$ cat src/rtl/vram_arb_pkg.sv
// Shared constants and state encoding for the VRAM write arbiter.
package vram_arb_pkg;

    localparam int SCREEN_W     = 320;
    localparam int SCREEN_H     = 240;
    localparam int X_WIDTH      = 9;
    localparam int Y_WIDTH      = 8;
    localparam int COLOUR_WIDTH = 6;

    localparam int LAST_X = SCREEN_W - 1;
    localparam int LAST_Y = SCREEN_H - 1;

    typedef enum logic {
        ARB   = 1'b0,
        CLEAR = 1'b1
    } state_e;

endpackage

$ cat src/rtl/vram_write_arbiter_rr_arbiter2.sv
// Two-way round-robin arbiter; the last winner loses the next tie.
module rr_arbiter2 (
    input  logic       clock,
    input  logic       resetn,
    input  logic       enable,
    input  logic [1:0] req,
    output logic [1:0] grant
);

    logic last_grant_q;
    logic last_grant_d;

    // NOTE: every always_comb output gets a default first so no path infers a latch.
    always_comb begin
        grant        = 2'b00;
        last_grant_d = last_grant_q;
        if (enable) begin
            unique case (req)
                2'b01:   grant = 2'b01;
                2'b10:   grant = 2'b10;
                2'b11:   grant = last_grant_q ? 2'b01 : 2'b10;
                default: grant = 2'b00;
            endcase
            if (grant != 2'b00) begin
                last_grant_d = grant[1];
            end
        end
    end

    // NOTE: state registers use non-blocking assignments so all flops update together.
    always_ff @(posedge clock) begin
        if (!resetn) begin
            last_grant_q <= 1'b1;
        end else begin
            last_grant_q <= last_grant_d;
        end
    end

endmodule

$ cat src/rtl/vram_write_arbiter.sv
// Shares the VGA adapter pixel-write port between two drawing engines and a
// full-screen clear sequencer; one registered pixel per cycle, off-screen writes dropped.
module vram_write_arbiter
    import vram_arb_pkg::*;
#(
    parameter int SCREEN_W     = vram_arb_pkg::SCREEN_W,
    parameter int SCREEN_H     = vram_arb_pkg::SCREEN_H,
    parameter int X_WIDTH      = vram_arb_pkg::X_WIDTH,
    parameter int Y_WIDTH      = vram_arb_pkg::Y_WIDTH,
    parameter int COLOUR_WIDTH = vram_arb_pkg::COLOUR_WIDTH
) (
    input  logic                    clock,
    input  logic                    resetn,
    input  logic                    clear_start,
    input  logic [COLOUR_WIDTH-1:0] clear_colour,
    output logic                    clear_busy,
    output logic                    clear_done,
    input  logic                    req0_valid,
    input  logic [X_WIDTH-1:0]      req0_x,
    input  logic [Y_WIDTH-1:0]      req0_y,
    input  logic [COLOUR_WIDTH-1:0] req0_colour,
    output logic                    req0_ready,
    input  logic                    req1_valid,
    input  logic [X_WIDTH-1:0]      req1_x,
    input  logic [Y_WIDTH-1:0]      req1_y,
    input  logic [COLOUR_WIDTH-1:0] req1_colour,
    output logic                    req1_ready,
    output logic [X_WIDTH-1:0]      vga_x,
    output logic [Y_WIDTH-1:0]      vga_y,
    output logic [COLOUR_WIDTH-1:0] vga_colour,
    output logic                    vga_plot
);

    localparam logic [X_WIDTH-1:0] SWEEP_LAST_X = X_WIDTH'(SCREEN_W - 1);
    localparam logic [Y_WIDTH-1:0] SWEEP_LAST_Y = Y_WIDTH'(SCREEN_H - 1);
    localparam logic [X_WIDTH:0]   X_LIMIT      = (X_WIDTH + 1)'(SCREEN_W);
    localparam logic [Y_WIDTH:0]   Y_LIMIT      = (Y_WIDTH + 1)'(SCREEN_H);

    state_e                  state_q, state_d;
    logic [X_WIDTH-1:0]      cx_q, cx_d;
    logic [Y_WIDTH-1:0]      cy_q, cy_d;
    logic [COLOUR_WIDTH-1:0] fill_q, fill_d;
    logic [X_WIDTH-1:0]      vga_x_q, vga_x_d;
    logic [Y_WIDTH-1:0]      vga_y_q, vga_y_d;
    logic [COLOUR_WIDTH-1:0] vga_colour_q, vga_colour_d;
    logic                    vga_plot_q, vga_plot_d;
    logic                    busy_q, busy_d;
    logic                    done_q, done_d;

    logic                    arb_en;
    logic [1:0]              grant;
    logic [X_WIDTH-1:0]      sel_x;
    logic [Y_WIDTH-1:0]      sel_y;
    logic [COLOUR_WIDTH-1:0] sel_colour;

    // A pending clear outranks both engines, and reset holds both readies low.
    assign arb_en = resetn && (state_q == ARB) && !clear_start;

    rr_arbiter2 u_rr (
        .clock  (clock),
        .resetn (resetn),
        .enable (arb_en),
        .req    ({req1_valid, req0_valid}),
        .grant  (grant)
    );

    assign req0_ready = grant[0];
    assign req1_ready = grant[1];

    assign sel_x      = grant[1] ? req1_x      : req0_x;
    assign sel_y      = grant[1] ? req1_y      : req0_y;
    assign sel_colour = grant[1] ? req1_colour : req0_colour;

    always_comb begin
        state_d      = state_q;
        cx_d         = cx_q;
        cy_d         = cy_q;
        fill_d       = fill_q;
        vga_x_d      = vga_x_q;
        vga_y_d      = vga_y_q;
        vga_colour_d = vga_colour_q;
        vga_plot_d   = 1'b0;
        done_d       = 1'b0;

        unique case (state_q)
            ARB: begin
                if (clear_start) begin
                    state_d = CLEAR;
                    cx_d    = '0;
                    cy_d    = '0;
                    fill_d  = clear_colour;
                end else if (grant != 2'b00) begin
                    vga_x_d      = sel_x;
                    vga_y_d      = sel_y;
                    vga_colour_d = sel_colour;
                    vga_plot_d   = ({1'b0, sel_x} < X_LIMIT) && ({1'b0, sel_y} < Y_LIMIT);
                end
            end
            CLEAR: begin
                vga_x_d      = cx_q;
                vga_y_d      = cy_q;
                vga_colour_d = fill_q;
                vga_plot_d   = 1'b1;
                if (cx_q == SWEEP_LAST_X) begin
                    cx_d = '0;
                    if (cy_q == SWEEP_LAST_Y) begin
                        state_d = ARB;
                        done_d  = 1'b1;
                    end else begin
                        cy_d = cy_q + Y_WIDTH'(1);
                    end
                end else begin
                    cx_d = cx_q + X_WIDTH'(1);
                end
            end
            default: state_d = ARB;
        endcase

        // Busy tracks the state being entered, so it drops with the done pulse.
        busy_d = (state_d == CLEAR);
    end

    always_ff @(posedge clock) begin
        if (!resetn) begin
            state_q      <= ARB;
            cx_q         <= '0;
            cy_q         <= '0;
            fill_q       <= '0;
            vga_x_q      <= '0;
            vga_y_q      <= '0;
            vga_colour_q <= '0;
            vga_plot_q   <= 1'b0;
            busy_q       <= 1'b0;
            done_q       <= 1'b0;
        end else begin
            state_q      <= state_d;
            cx_q         <= cx_d;
            cy_q         <= cy_d;
            fill_q       <= fill_d;
            vga_x_q      <= vga_x_d;
            vga_y_q      <= vga_y_d;
            vga_colour_q <= vga_colour_d;
            vga_plot_q   <= vga_plot_d;
            busy_q       <= busy_d;
            done_q       <= done_d;
        end
    end

    assign vga_x      = vga_x_q;
    assign vga_y      = vga_y_q;
    assign vga_colour = vga_colour_q;
    assign vga_plot   = vga_plot_q;
    assign clear_busy = busy_q;
    assign clear_done = done_q;

endmodule

$ cat config.mk
export PLATFORM = sky130hd
export DESIGN_NAME = vram_write_arbiter
export DESIGN_NICKNAME = d
export VERILOG_FILES = /design/src/rtl/vram_arb_pkg.sv /design/src/rtl/vram_write_arbiter_rr_arbiter2.sv /design/src/rtl/vram_write_arbiter.sv
export SDC_FILE = /design/constraint.sdc
export NUM_CORES = 1
export LEC_CHECK = 0
export ABC_AREA = 1
export BUFFER_PORTS_ARGS = -buffer_cell sky130_fd_sc_hd__buf_4
export CAP_MARGIN = 15
export CORE_ASPECT_RATIO = 0.7
export CORE_MARGIN = 3
export CORE_UTILIZATION = 30
export CTS_BUF_LIST = sky130_fd_sc_hd__clkbuf_8
export DETAILED_ROUTE_END_ITERATION = 10
export PLACE_DENSITY = 0.51
export SLEW_MARGIN = 10
export SYNTH_ARGS = -nofsm -noshare
export SYNTH_HDL_FRONTEND = slang
export SYNTH_SLANG_ARGS = --single-unit
$ cat constraint.sdc
create_clock -name clock -period 2.2 [get_ports clock]
set_clock_uncertainty 0.15 [all_clocks]
set_input_delay 0.44 -clock clock [delete_from_list [all_inputs] [get_ports clock]]
set_output_delay 0.44 -clock clock [all_outputs]
set_load 0.1 [all_outputs]
==> results of run 1 <==
## sequential cells by signal, indices dropped and copies added (netlist names)
signal	cells
cx_q	9
vga_colour	6
vga_y	8
u_rr.last_grant_q	1
fill_q	6
vga_plot	1
clear_busy	1
vga_x	9
clear_done	1
cy_q	8
## stage by stage
step           setup WS, ps  util (%)  instances  setup TNS [ps]  power, mW
5_1_grt               14.24     43.08        585               0      2.388
2_1_floorplan        -139.1         -        381          -139.1      1.327
4_1_cts               90.17     43.08        585               0      2.312
3_3_place_gp          290.9     41.32        577               0      1.500
6_report              117.3     43.08        585               0      2.288
3_5_place_dp          260.0     41.32        577               0      1.500
## path summary, 6_finish.rpt
check             slack [ps]    endpoint  cells after the start
setup reg to reg         280     cy_q[0]                     10
setup / recovery         120  req1_ready                      6
hold / removal           210   fill_q[0]                      3
hold reg to reg          340    vga_x[6]                      2
## layout by cell type (no fill, tap or decap), drive strengths merged
cell,n
clkbuf,6
bufinv,2
o22ai,5
nand3b,5
a31oi,8
o31ai,1
ha,2
o21ai,33
clkinv,1
dfxtp,50
nand3,23
nand4,2
buf,94
inv,36
a22o,1
nand2,99
nor3,2
a21oi,25
xor2,6
o211ai,2
nor2,66
## worst max-delay path, cell delays in order (launching register included)
cell and delay [ps]:
dfxtp_2 550, inv_2 60, nand2_1 100, nor2_4 50, nand2_4 110, clkinv_2 70
buf_4 230
## cells by family after synthesis
family | Yosys count
xor gates and xnor gates | 6
DFF | 50
buffers and inverters | 51
and+or+nand+nor | 197
AOI/OAI and AO/OA | 75
adders and majority gates | 2
## report_power, final
group          switching, mW  internal (mW)  total (mW)
Sequential            0.0270          0.940       0.967
Combinational          0.346          0.163       0.509
Clock                  0.327          0.485       0.812
Total                  0.700           1.59        2.29
## area by class of cell
type	count	share of cell area, %
multi-input cells	280	38.89
repair buffers	94	20.12
clock inverters	2	1.712
flip-flops and latches	50	28.58
well taps	116	4.138
inverters	37	4.210
clock buffers	6	2.355
## per-layer routing
| metal | part of all wire, % | vias to the layer above | wire length, microns |
|---|---|---|---|
| met3 | 5.3 | 5 | 412 |
| met5 | 0 | - | 0 |
| li1 | - | 1405 | - |
| met4 | 0.58 | 0 | 45 |
| met1 | 52 | 1214 | 4015 |
| met2 | 42 | 62 | 3304 |
==> reports/metrics.yaml, run 1 <==
synth-xor-area-share_pct: 2.024
die_w_microns: 117.2
htree_levels: 2
synth_seq_area_share_pct: 38.55
fin_crit_sh_pct: 94.67
synth_compound_area_share_pct: 15.66
drc: 0
syn2layout_area_growth_pct: 35.08
synth_area_leaders: "dfxtp_1, nand2_1, nor2_1"
fin_hold_ws_ps: 205.0
ys.flop_type: "dfxtp_1"
tightest_slew_ps: 554.7
met1_usage_pct: 23.73
run_status: "finished clean"
grt_overflow: 0
met3_usage_pct: 3.986
yosys-mux-area-fraction_pct: 0
vias_per_cell: 4.591
setup_viol: 0
hold_viol: 0
fillers: 857
yosysWarnings: 0
cts.sinks: 50
power_density_nw_per_um2: 652.4
hp-start: "clear_colour[0]"
start_kind: "flip-flop"
grtUsageMet2_pct: 23.51
synthArstFlopShare_pct: 0
syn_area_sq_um: 2596
gp_congestion: 0.8154
synth_largest_area_cell: "dfxtp_1"
final_cell_area_sq_um: 3507
hp-class: "in -> reg"
cts_max_path_buffers: 2
synth-edff-count: 0
place_area_sq_um: 3364
cts.hold.buffers_added: 0
synthSimpleGateAreaFrac_pct: 33.78
synth_most_common_cell: "nand2_1"
synth_top_cell_area_share_pct: 38.55
antenna_found_initial: 0
multi_input_area_sq_um: 1364
vias: 2686
core_area_sq_um: 8142
leakage_nw: 1.624
cp_max_fo: 12
cp.arrival_ps: 1490
drive_above_1_share_pct: 25.59
nNetsFinal: 527
maxSlewHeadroom_pct: 62.88
dieArea_sq_um: 9824
drt_iter0_drc: 102
rows: 27
diodes: 0
root_buffer: "clkbuf_8"
synth_top_family_by_area: "simple AND/OR/NAND/NOR gates"
finalWirelength_microns: 7777
grt_first_pass_wirelength_microns: 12430
start_util_pct: 31.89
endpoint_kind: "output port"
synth_fp_nets: 440
synthCells: 381
grt-busiest-layer: "met1"
syn_area_per_cell_sq_um: 6.814
clock_latency_ps: 310
min_period_ps: 2083
tritoncts: "done"
cts_setup_buffers: 0
ant_nets: 0
routedWlPerCell_microns: 13.29
regArea_sq_um: 1002
reg2reg_from: "cx_q[0]"
cts_buffers: 5
synthAdderAreaFrac_pct: 0.9639
ys_seq_elements: 50
clk_pin_slew_ps: 100
rsz0062_at_grt: "no"
die_height_microns: 83.83
ir_worst_vdd_v: 0.0002653
drv_cap: 0
worstPathRequired_ps: 1610
grt_usage_pct: 15.99
finalMaxSlewViolations: 0
dp_hpwl_microns: 5807
drt_pass1_iterations: 5
ys_top_cells_by_count: "nand2_1, nor2_1, dfxtp_1"
io_buffer_count: 84
grt_pass1_vias: 2508
synthDistinctLibCells: 30
critPathKind: "reg -> out"
cts_resized: 0
critical_path.startpoint: "clear_busy"
grt_max_degree: 28
fmax_ghz: 0.4801
pin_count: 85
No activity file was read; power rests on OpenSTA's default activity.
==> inputs of run 2 (changes only) <==
PLACE_DENSITY = unset   (was 0.51)
PLACE_DENSITY_LB_ADDON = 0.12   (was unset)
==> reports/metrics.yaml, run 2 (same netlist as run 1, synthesis figures left out) <==
run_status: "finished clean"
cts_setup_buffers: 0  # unchanged
drive_above_1_share_pct: 25.43  # -0.16 points
root_buffer: "clkbuf_8"
fillers: 853  # -0.47%
drc: 0  # unchanged
grt_pass1_vias: 2704  # +7.8%
critical-path-top-delay-family: "simple AND/OR/NAND/NOR gates"
drv_cap: 0  # unchanged
rsz0062_at_grt: "no"
cts_buffers: 5  # unchanged
dieArea_sq_um: 9824  # unchanged
grt_overflow: 0  # unchanged
finalWirelength_microns: 7881  # +1.3%
power_density_nw_per_um2: 593.3  # -9.0%
multi_input_area_sq_um: 1364  # unchanged
vias_per_cell: 4.579  # -0.28%
ant_nets: 0  # unchanged
ir_worst_vdd_v: 0.0002480  # -6.5%
layout_common_cells: "nand2_1, buf_4, nor2_1"
hp-start: "clear_colour[0]"
critPathMaxStageDelay_ps: 430  # -120 ps
syn2layout_area_growth_pct: 32.96
final_common_cell: "nand2_1"
regArea_sq_um: 1002  # unchanged
dp_hpwl_microns: 5852  # +0.78%
core_area_sq_um: 8142  # unchanged
cts.hold.buffers_added: 0  # unchanged
grt_first_pass_wirelength_microns: 12950  # +4.2%
die_w_microns: 117.2  # unchanged
cts_resized: 0  # unchanged
clock_latency_ps: 300  # about the same
grt_max_degree: 28  # unchanged
path_depth: 4  # -2
reg2reg_setup_slack_ps: 280  # about the same
cts.sinks: 50  # unchanged
antenna_found_initial: 0  # unchanged
start_util_pct: 31.89  # unchanged
htree_levels: 2  # unchanged
rows: 27  # unchanged
critPathKind: "reg -> out"
worstPathRequired_ps: 1610  # about the same
cp_slowest_cell: "dfxtp_2"
r2r_cells: 10  # unchanged
drt_iter0_drc: 152  # +49%
gp_congestion: 0.7865  # -3.5%
grt_usage_pct: 16.24  # +0.25 points
tightest_slew_ps: 543.9  # -10.78 ps
drt_pass1_iterations: 4  # -1
min_period_ps: 2093  # +10.20 ps
hold_path_end: "fill_q[0]"
hold_viol: 0  # unchanged
reg2reg_from: "cx_q[0]"
place_area_sq_um: 3357  # -0.22%
maxSlewHeadroom_pct: 63.61  # +0.72 points
setup_viol: 0  # unchanged
stdcell_count: 584  # -0.17%
die_height_microns: 83.83  # unchanged
vias: 2674  # -0.45%
hp-class: "in -> reg"
endpoint_kind: "output port"
nNetsFinal: 526  # -0.19%
finalMaxSlewViolations: 0  # unchanged
pin_count: 85  # unchanged
final_cell_area_sq_um: 3452  # -1.6%
fmax_ghz: 0.4778  # -0.49%
path_cells: "nor2_8, nand2_4, nor2_2, buf_4"
start_kind: "flip-flop"
routedWlPerCell_microns: 13.49  # +1.5%
cts_max_path_buffers: 2  # unchanged
min_path_cells: 3  # unchanged
dp.cells: 576  # -0.17%
diodes: 0  # unchanged
cp_max_fo: 13  # +1
clk_pin_slew_ps: 90  # about the same
worstReg2RegEnd: "cy_q[0]"
fin_crit_sh_pct: 95.13  # +0.46 points
leakage_nw: 1.595  # -1.8%
crit_buf_inv: 1  # -2
cp.arrival_ps: 1500  # about the same
io_buffer_count: 84  # unchanged
tritoncts: "done"
==> run 2: cell types whose count changed in the layout (fill, tap and decap cells not counted) <==
| cell | delta |
|---|---|
| buf_4 | -1 |
| clkinvlp_4 | +1 |
| clkinv_2 | +1 |
| bufinv_16 | -2 |
==> run 2: worst max-delay path by stage <==
stage                startpoint          to  slack, ps
floorplan            clear_busy  req0_ready       -140
global placement    clear_start  req0_ready        280
detailed placement      cx_q[0]     cy_q[0]        280
CTS                  clear_busy  req0_ready         90
global route         clear_busy  req1_ready         20
finish               clear_busy  req0_ready        110
==> run 2: cell type report <==
| cell class | count | share of cell area [%] |
|---|---|---|
| inverter | 37 | 4.277 |
| multi-input combinational | 280 | 39.51 |
| clock inverter | 2 | 0.3625 |
| sequential | 50 | 29.03 |
| clock buffer | 6 | 2.392 |
| tap | 116 | 4.204 |
| timing repair buffer | 93 | 20.22 |
==> run 2: routing by layer <==
| layer | global-route usage [%] | routed length, microns | vias up |
|---|---|---|---|
| met1 | 22.82 | 3750 | 1191 |
| met5 | 0 | 0 | - |
| li1 | - | - | 1405 |
| met4 | 3.438 | 34 | 0 |
| met2 | 25.21 | 3560 | 72 |
| met3 | 3.768 | 535 | 6 |
==> run 2: through the flow <==
stage | total power [mW] | setup slack, ps | TNS, ps | hold slack (ps) | util [%]
floorplan | 1.327 | -139.1 | -139.1 | 297.9 | -
global placement | 1.498 | 279.4 | 0 | 323.7 | 41.23
detailed placement | 1.500 | 280.3 | 0 | 324.9 | 41.23
CTS | 2.067 | 87.11 | 0 | 206.1 | 42.40
global route | 2.152 | 16.71 | 0 | 196.0 | 42.40
finish | 2.048 | 107.1 | 0 | 210.2 | 42.40
==> run 2: worst register-to-register path, stage by stage (launching register included) <==
cell and delay, ps:
dfxtp_1 410, ha_1 190, nand2_1 100, nor2_4 120, nand3_1 120, nand2_1 130, nand2_1 90, nor2_4 170
inv_1 170, nand2_1 90, a21oi_1 60
==> run 2: where the power goes <==
| part | switching (mW) | leakage (nW) | internal (mW) |
|---|---|---|---|
| Combinational | 0.347 | 1.14 | 0.161 |
| Clock | 0.318 | 0.0472 | 0.254 |
| Sequential | 0.0277 | 0.407 | 0.940 |
